### src/rtl/vga_timing_pkg.sv
// rtl/vga_timing_pkg.sv - shared 640x480@60 timing constants and decode helper
package vga_timing_pkg;

   localparam int V_DISPLAY = 480;
   localparam int V_FRONT   = 10;
   localparam int V_SYNC    = 2;
   localparam int V_BACK    = 33;
   localparam int V_TOTAL   = V_DISPLAY + V_FRONT + V_SYNC + V_BACK;

   localparam int H_DISPLAY = 640;
   localparam int H_FRONT   = 16;
   localparam int H_SYNC    = 96;
   localparam int H_BACK    = 48;
   localparam int H_TOTAL   = H_DISPLAY + H_FRONT + H_SYNC + H_BACK;

   localparam int CUENTA_W  = 10;

   function automatic logic en_rango(input logic [CUENTA_W-1:0] v, input int lo, input int hi);
      return (int'(v) >= lo) && (int'(v) <= hi);
   endfunction

endpackage

### src/rtl/contador_mod_n.sv
// rtl/contador_mod_n.sv - modulo-N up counter, synchronous active-low reset
module contador_mod_n #(
   parameter int WIDTH = 10,
   parameter int N     = 525
) (
   input  logic             clk_i,
   input  logic             resetn_i,
   output logic [WIDTH-1:0] cuenta_o
);

   logic [WIDTH-1:0] cuenta_q;
   logic [WIDTH-1:0] cuenta_d;

   always_comb begin
      cuenta_d = cuenta_q + WIDTH'(1);
      if (cuenta_q == WIDTH'(N - 1)) begin
         cuenta_d = '0;
      end
   end

   always_ff @(posedge clk_i) begin
      if (!resetn_i) begin
         cuenta_q <= '0;
      end else begin
         cuenta_q <= cuenta_d;
      end
   end

   assign cuenta_o = cuenta_q;

endmodule

### src/rtl/contador_vertical.sv
// rtl/contador_vertical.sv - VGA vertical line counter with vsync/active/end-of-frame decode
module contador_vertical
   import vga_timing_pkg::*;
#(
   parameter int   V_DISPLAY    = vga_timing_pkg::V_DISPLAY,
   parameter int   V_FRONT      = vga_timing_pkg::V_FRONT,
   parameter int   V_SYNC       = vga_timing_pkg::V_SYNC,
   parameter int   V_BACK       = vga_timing_pkg::V_BACK,
   parameter logic VSYNC_ACTIVE = 1'b0
) (
   input  logic                Clk,
   input  logic                reset,
   output logic [CUENTA_W-1:0] cuenta,
   output logic                vsync,
   output logic                video_on_v,
   output logic                fin_cuadro
);

   localparam int V_TOTAL    = V_DISPLAY + V_FRONT + V_SYNC + V_BACK;
   localparam int SYNC_FIRST = V_DISPLAY + V_FRONT;
   localparam int SYNC_LAST  = V_DISPLAY + V_FRONT + V_SYNC - 1;

   generate
      if (V_TOTAL > (1 << CUENTA_W)) begin : g_total_chk
         $error("contador_vertical: V_TOTAL does not fit the 10-bit count");
      end
   endgenerate

   contador_mod_n #(
      .WIDTH (CUENTA_W),
      .N     (V_TOTAL)
   ) u_contador (
      .clk_i    (Clk),
      .resetn_i (reset),
      .cuenta_o (cuenta)
   );

   // Flags are pure decodes of the registered count, so they line up with cuenta.
   assign video_on_v = (int'(cuenta) < V_DISPLAY);
   assign fin_cuadro = (int'(cuenta) == V_TOTAL - 1);
   assign vsync      = en_rango(cuenta, SYNC_FIRST, SYNC_LAST) ? VSYNC_ACTIVE : ~VSYNC_ACTIVE;

endmodule

### config.mk
export PLATFORM = sky130hd
export DESIGN_NAME = contador_vertical
export DESIGN_NICKNAME = d
export VERILOG_FILES = /design/src/rtl/vga_timing_pkg.sv /design/src/rtl/contador_mod_n.sv /design/src/rtl/contador_vertical.sv
export SDC_FILE = /design/constraint.sdc
export NUM_CORES = 1
export LEC_CHECK = 0
export ABC_AREA = 1
export CAP_MARGIN = 20
export CORE_AREA = 2 2 39 41
export DETAILED_ROUTE_END_ITERATION = 7
export DIE_AREA = 0 0 41 43
export MAX_ROUTING_LAYER = met4
export PLACE_DENSITY = 0.7
export SLEW_MARGIN = 0
export SYNTH_ARGS = -nofsm -noshare
export SYNTH_HDL_FRONTEND = slang
export SYNTH_SLANG_ARGS = --single-unit
### constraint.sdc
create_clock -name Clk -period 1.8 [get_ports Clk]
set_clock_uncertainty 0.15 [all_clocks]
set_input_delay 0.27 -clock Clk [delete_from_list [all_inputs] [get_ports Clk]]
set_output_delay 0.27 -clock Clk [all_outputs]
set_load 0.02 [all_outputs]
==> flow_summary_export.csv, run 1 <==
group,metric,value,unit
synthesis,avgSynthCellArea,6.618,um^2
drt,dr.pass1.iters,4,
clocking,cts_root_buf,"clkbuf_4",
synthesis,yosysWarnings,0,
drt,route.detailed.drc,0,
critical_path,cp-start-kind,"flip-flop",
clocking,cts_tree,"built",
grt,grt_first_pass_wirelength,1918,um
cells_and_area,n_antenna_cell,0,
clocking,cts_max_path_buffers,2,
pwr,leakage,0.3641,nW
sta,report.final.slew_viol_count,0,
grt,grt_overflow,0,
clocking,clk_pin_slew,0.08,ns
drt,antenna_left,0,
cells_and_area,final_layout_size_suffix_gt1_frac,0.2679,
clocking,cts_made_buffers,3,
floorplanning,die_w,41,um
drt,wl_met2,617,um
critical_path,worst_ep_arrival_time,1.35,ns
sta,rsz0062_at_grt,"false",
place,dp.cells,124,
critical_path,critPathSlowestCell,"clkdlybuf4s50_1",
drt,viasPerCell,4.453,
critical_path,critPathMaxFanout,3,
floorplanning,die_h,43,um
drt,dr.max_layer_used,"met4",
pwr,peakVddDrop,0.4011,mV
drt,routed_wl,1257,um
place,portBuffers,14,
floorplanning,rows,14,
grt,grt_start_max_net_pins,11,
sta,slew_headroom,0.8483,
sta,fmax,0.5656,GHz
place,dpl_cell_area,792.0,um^2
outcome,status,"completed",
cells_and_area,area_growth,48.52,%
synthesis,yosysUniqueCellTypes,15,
floorplanning,core,1384,um^2
critical_path,cp_data_required_time,1.38,ns
drt,vias,570,
drt,route.met3.wl,41,um
drt,drt_iter0_markers,14,
clocking,cts_num_sinks,10,
synthesis,yosysSeqAreaShare,0.3645,
pwr,powerDensity,613.2,nW/um^2
drt,wl_per_cell,9.820,um
critical_path,path_buf_inv,2,
grt,grt_pass1_vias,500,
critical_path,max_stage_delay,0.59,ns
clocking,hold_buffers,0,
floorplanning,io_pins,15,
place,gp_congestion,0.8195,
cells_and_area,stdcell_count,128,
grt,track_usage,0.1639,
synthesis,syn_nets,87,
synthesis,yosys.area.top_type,"dfxtp_1",
synthesis,ys_ff_latch,10,
critical_path,worst_setup_path_end_kind,"output port",
grt,antenna_found_initial,0,
clocking,clk-insertion-delay-late,0.28,ns
synthesis,synth.area.top_cells,"dfxtp_1 36%, nand2_1 12%, nor2_1 12%",
sta,period_share,0.9823,
cells_and_area,design_area,815.8,um^2
critical_path,critical_path.top_delay_family,"buffers and inverters",
sta,hold_viol_final,0,
floorplanning,die-area,1763,um^2
cells_and_area,largest_reg_flops,10,
hold_path,hp-class,"reg -> reg",
drt,m1WireLength,573,um
place,dp_hpwl,995.9,um
synthesis,syn_area,549.3,um^2
critical_path,path_class,"reg -> out",
cells_and_area,fin_nets,117,
critical_path,path_cells,"buf_4 -> clkdlybuf4s50_1",
sta,worst_pin_slew,0.2268,ns
floorplanning,initial_core_util,0.3969,
sta,setup_viol,0,
sta,finalCriticalPeriod,1.768,ns
clocking,htree_levels,1,
job,cap_violations,0,
synthesis,netlist_instances,83,
synthesis,synth_top_area_frac,0.3645,
## worst paths after layout
check | cells after the start | endpoint | startpoint | slack, ns
worst min register to register | 4 | u_contador.cuenta_o[8]$_SDFF_PP0_ | u_contador.cuenta_o[8]$_SDFF_PP0_ | 0.39
worst min-delay path | 4 | u_contador.cuenta_o[8]$_SDFF_PP0_ | u_contador.cuenta_o[8]$_SDFF_PP0_ | 0.39
worst max register to register | 8 | u_contador.cuenta_o[6]$_SDFF_PP0_ | u_contador.cuenta_o[1]$_SDFF_PP0_ | 0.35
worst max-delay path | 2 | cuenta[4] | u_contador.cuenta_o[4]$_SDFF_PP0_ | 0.03
## metal layers
metal / up-vias / GRT usage
li1: 313 / -
met1: 243 / 0.2071
met2: 11 / 0.2406
met3: 3 / 0.03141
met4: 0 / 0.08000
met5: - / -
## final cells by class
class                      instances  area [um^2]
fill                             138        568.0
clock buffer                       4        36.28
multi-input combinational         58        292.8
tap                               16        20.02
timing repair buffer              25        205.2
inverter                          15        56.30
sequential                        10        205.2
## placed cells by master (no fill, tap or decap)
| cell type | n |
|---|---|
| buf_2 | 2 |
| buf_4 | 11 |
| clkbuf_2 | 1 |
| clkbuf_4 | 3 |
| clkbuf_8 | 1 |
| clkdlybuf4s50_1 | 9 |
| dfxtp_1 | 6 |
| dfxtp_2 | 4 |
| dlygate4sd2_1 | 2 |
| ha_1 | 2 |
| inv_1 | 15 |
| nand2_1 | 18 |
| nand2_2 | 2 |
| nand3_1 | 5 |
| nand3_2 | 1 |
| nand4_1 | 1 |
| nor2_1 | 17 |
| nor2_2 | 4 |
| nor2_4 | 1 |
| nor3_1 | 3 |
| o21ai_1 | 1 |
| xnor2_1 | 1 |
| xor2_1 | 2 |
## synth_stat cells, drive strengths merged
master,instances
nand4,1
nor3,3
xor2,2
xnor2,1
o21ai,1
nor2,22
inv,15
nand2,20
ha,2
nand3,6
dfxtp,10
## worst min-delay path: cells and delay by family (launching register included)
family,cells,cell delay (ns)
flip-flops,1,0.34
buffers and inverters,1,0.05
AND/OR/NAND/NOR,3,0.13
## power breakdown
part / total [W] / internal [W] / switching [W]
logic: 0.0000596 / 0.0000291 / 0.0000305
clock network: 0.000210 / 0.000123 / 0.0000871
registers: 0.000230 / 0.000227 / 0.00000374
total: 0.000500 / 0.000379 / 0.000121
## what timing repair did
item / in CTS / in global routing
pin swaps: 0 / 1
resized for setup: 12 / 5
endpoints found under the setup margin: 5 / 3
setup buffers: 0 / 0
## kinds of logic after synthesis
family / Yosys count / share of synthesized area
compound gates: 1 / 0.009103
xor+xnor: 3 / 0.04784
fa+ha+maj: 2 / 0.04555
buf+inv: 15 / 0.1025
flops: 10 / 0.3645
simple gates: 52 / 0.4305
## stage by stage
step | hold slack, ns | util | setup slack [ns] | setup TNS (ns) | power, W
global placement | 0.3782 | 0.5723 | 0.001846 | 0 | 0.0002954
CTS | 0.4050 | 0.6004 | 0.001601 | 0 | 0.0005035
finish | 0.3940 | 0.5895 | 0.03181 | 0 | 0.0005003
floorplan | 0.3469 | - | 0.2026 | 0 | 0.0002658
detailed placement | 0.3907 | 0.5723 | -0.007093 | -0.007093 | 0.0002962
global route | 0.4171 | 0.5895 | 0.005433 | 0 | 0.0005159
Power figures use the tool's default switching activity.
==> run 2: changes to the inputs <==
- CTS_CLUSTER_DIAMETER: default -> 200
==> results of run 2 <==
Same layout as run 1: the final DEF is identical, and so are final timing and power.
==> run 3: changes to the inputs <==
- ABC_CLOCK_PERIOD_IN_PS: default -> 1800
==> results of run 3 <==
Same layout as run 1: the final DEF is identical, and so are final timing and power.
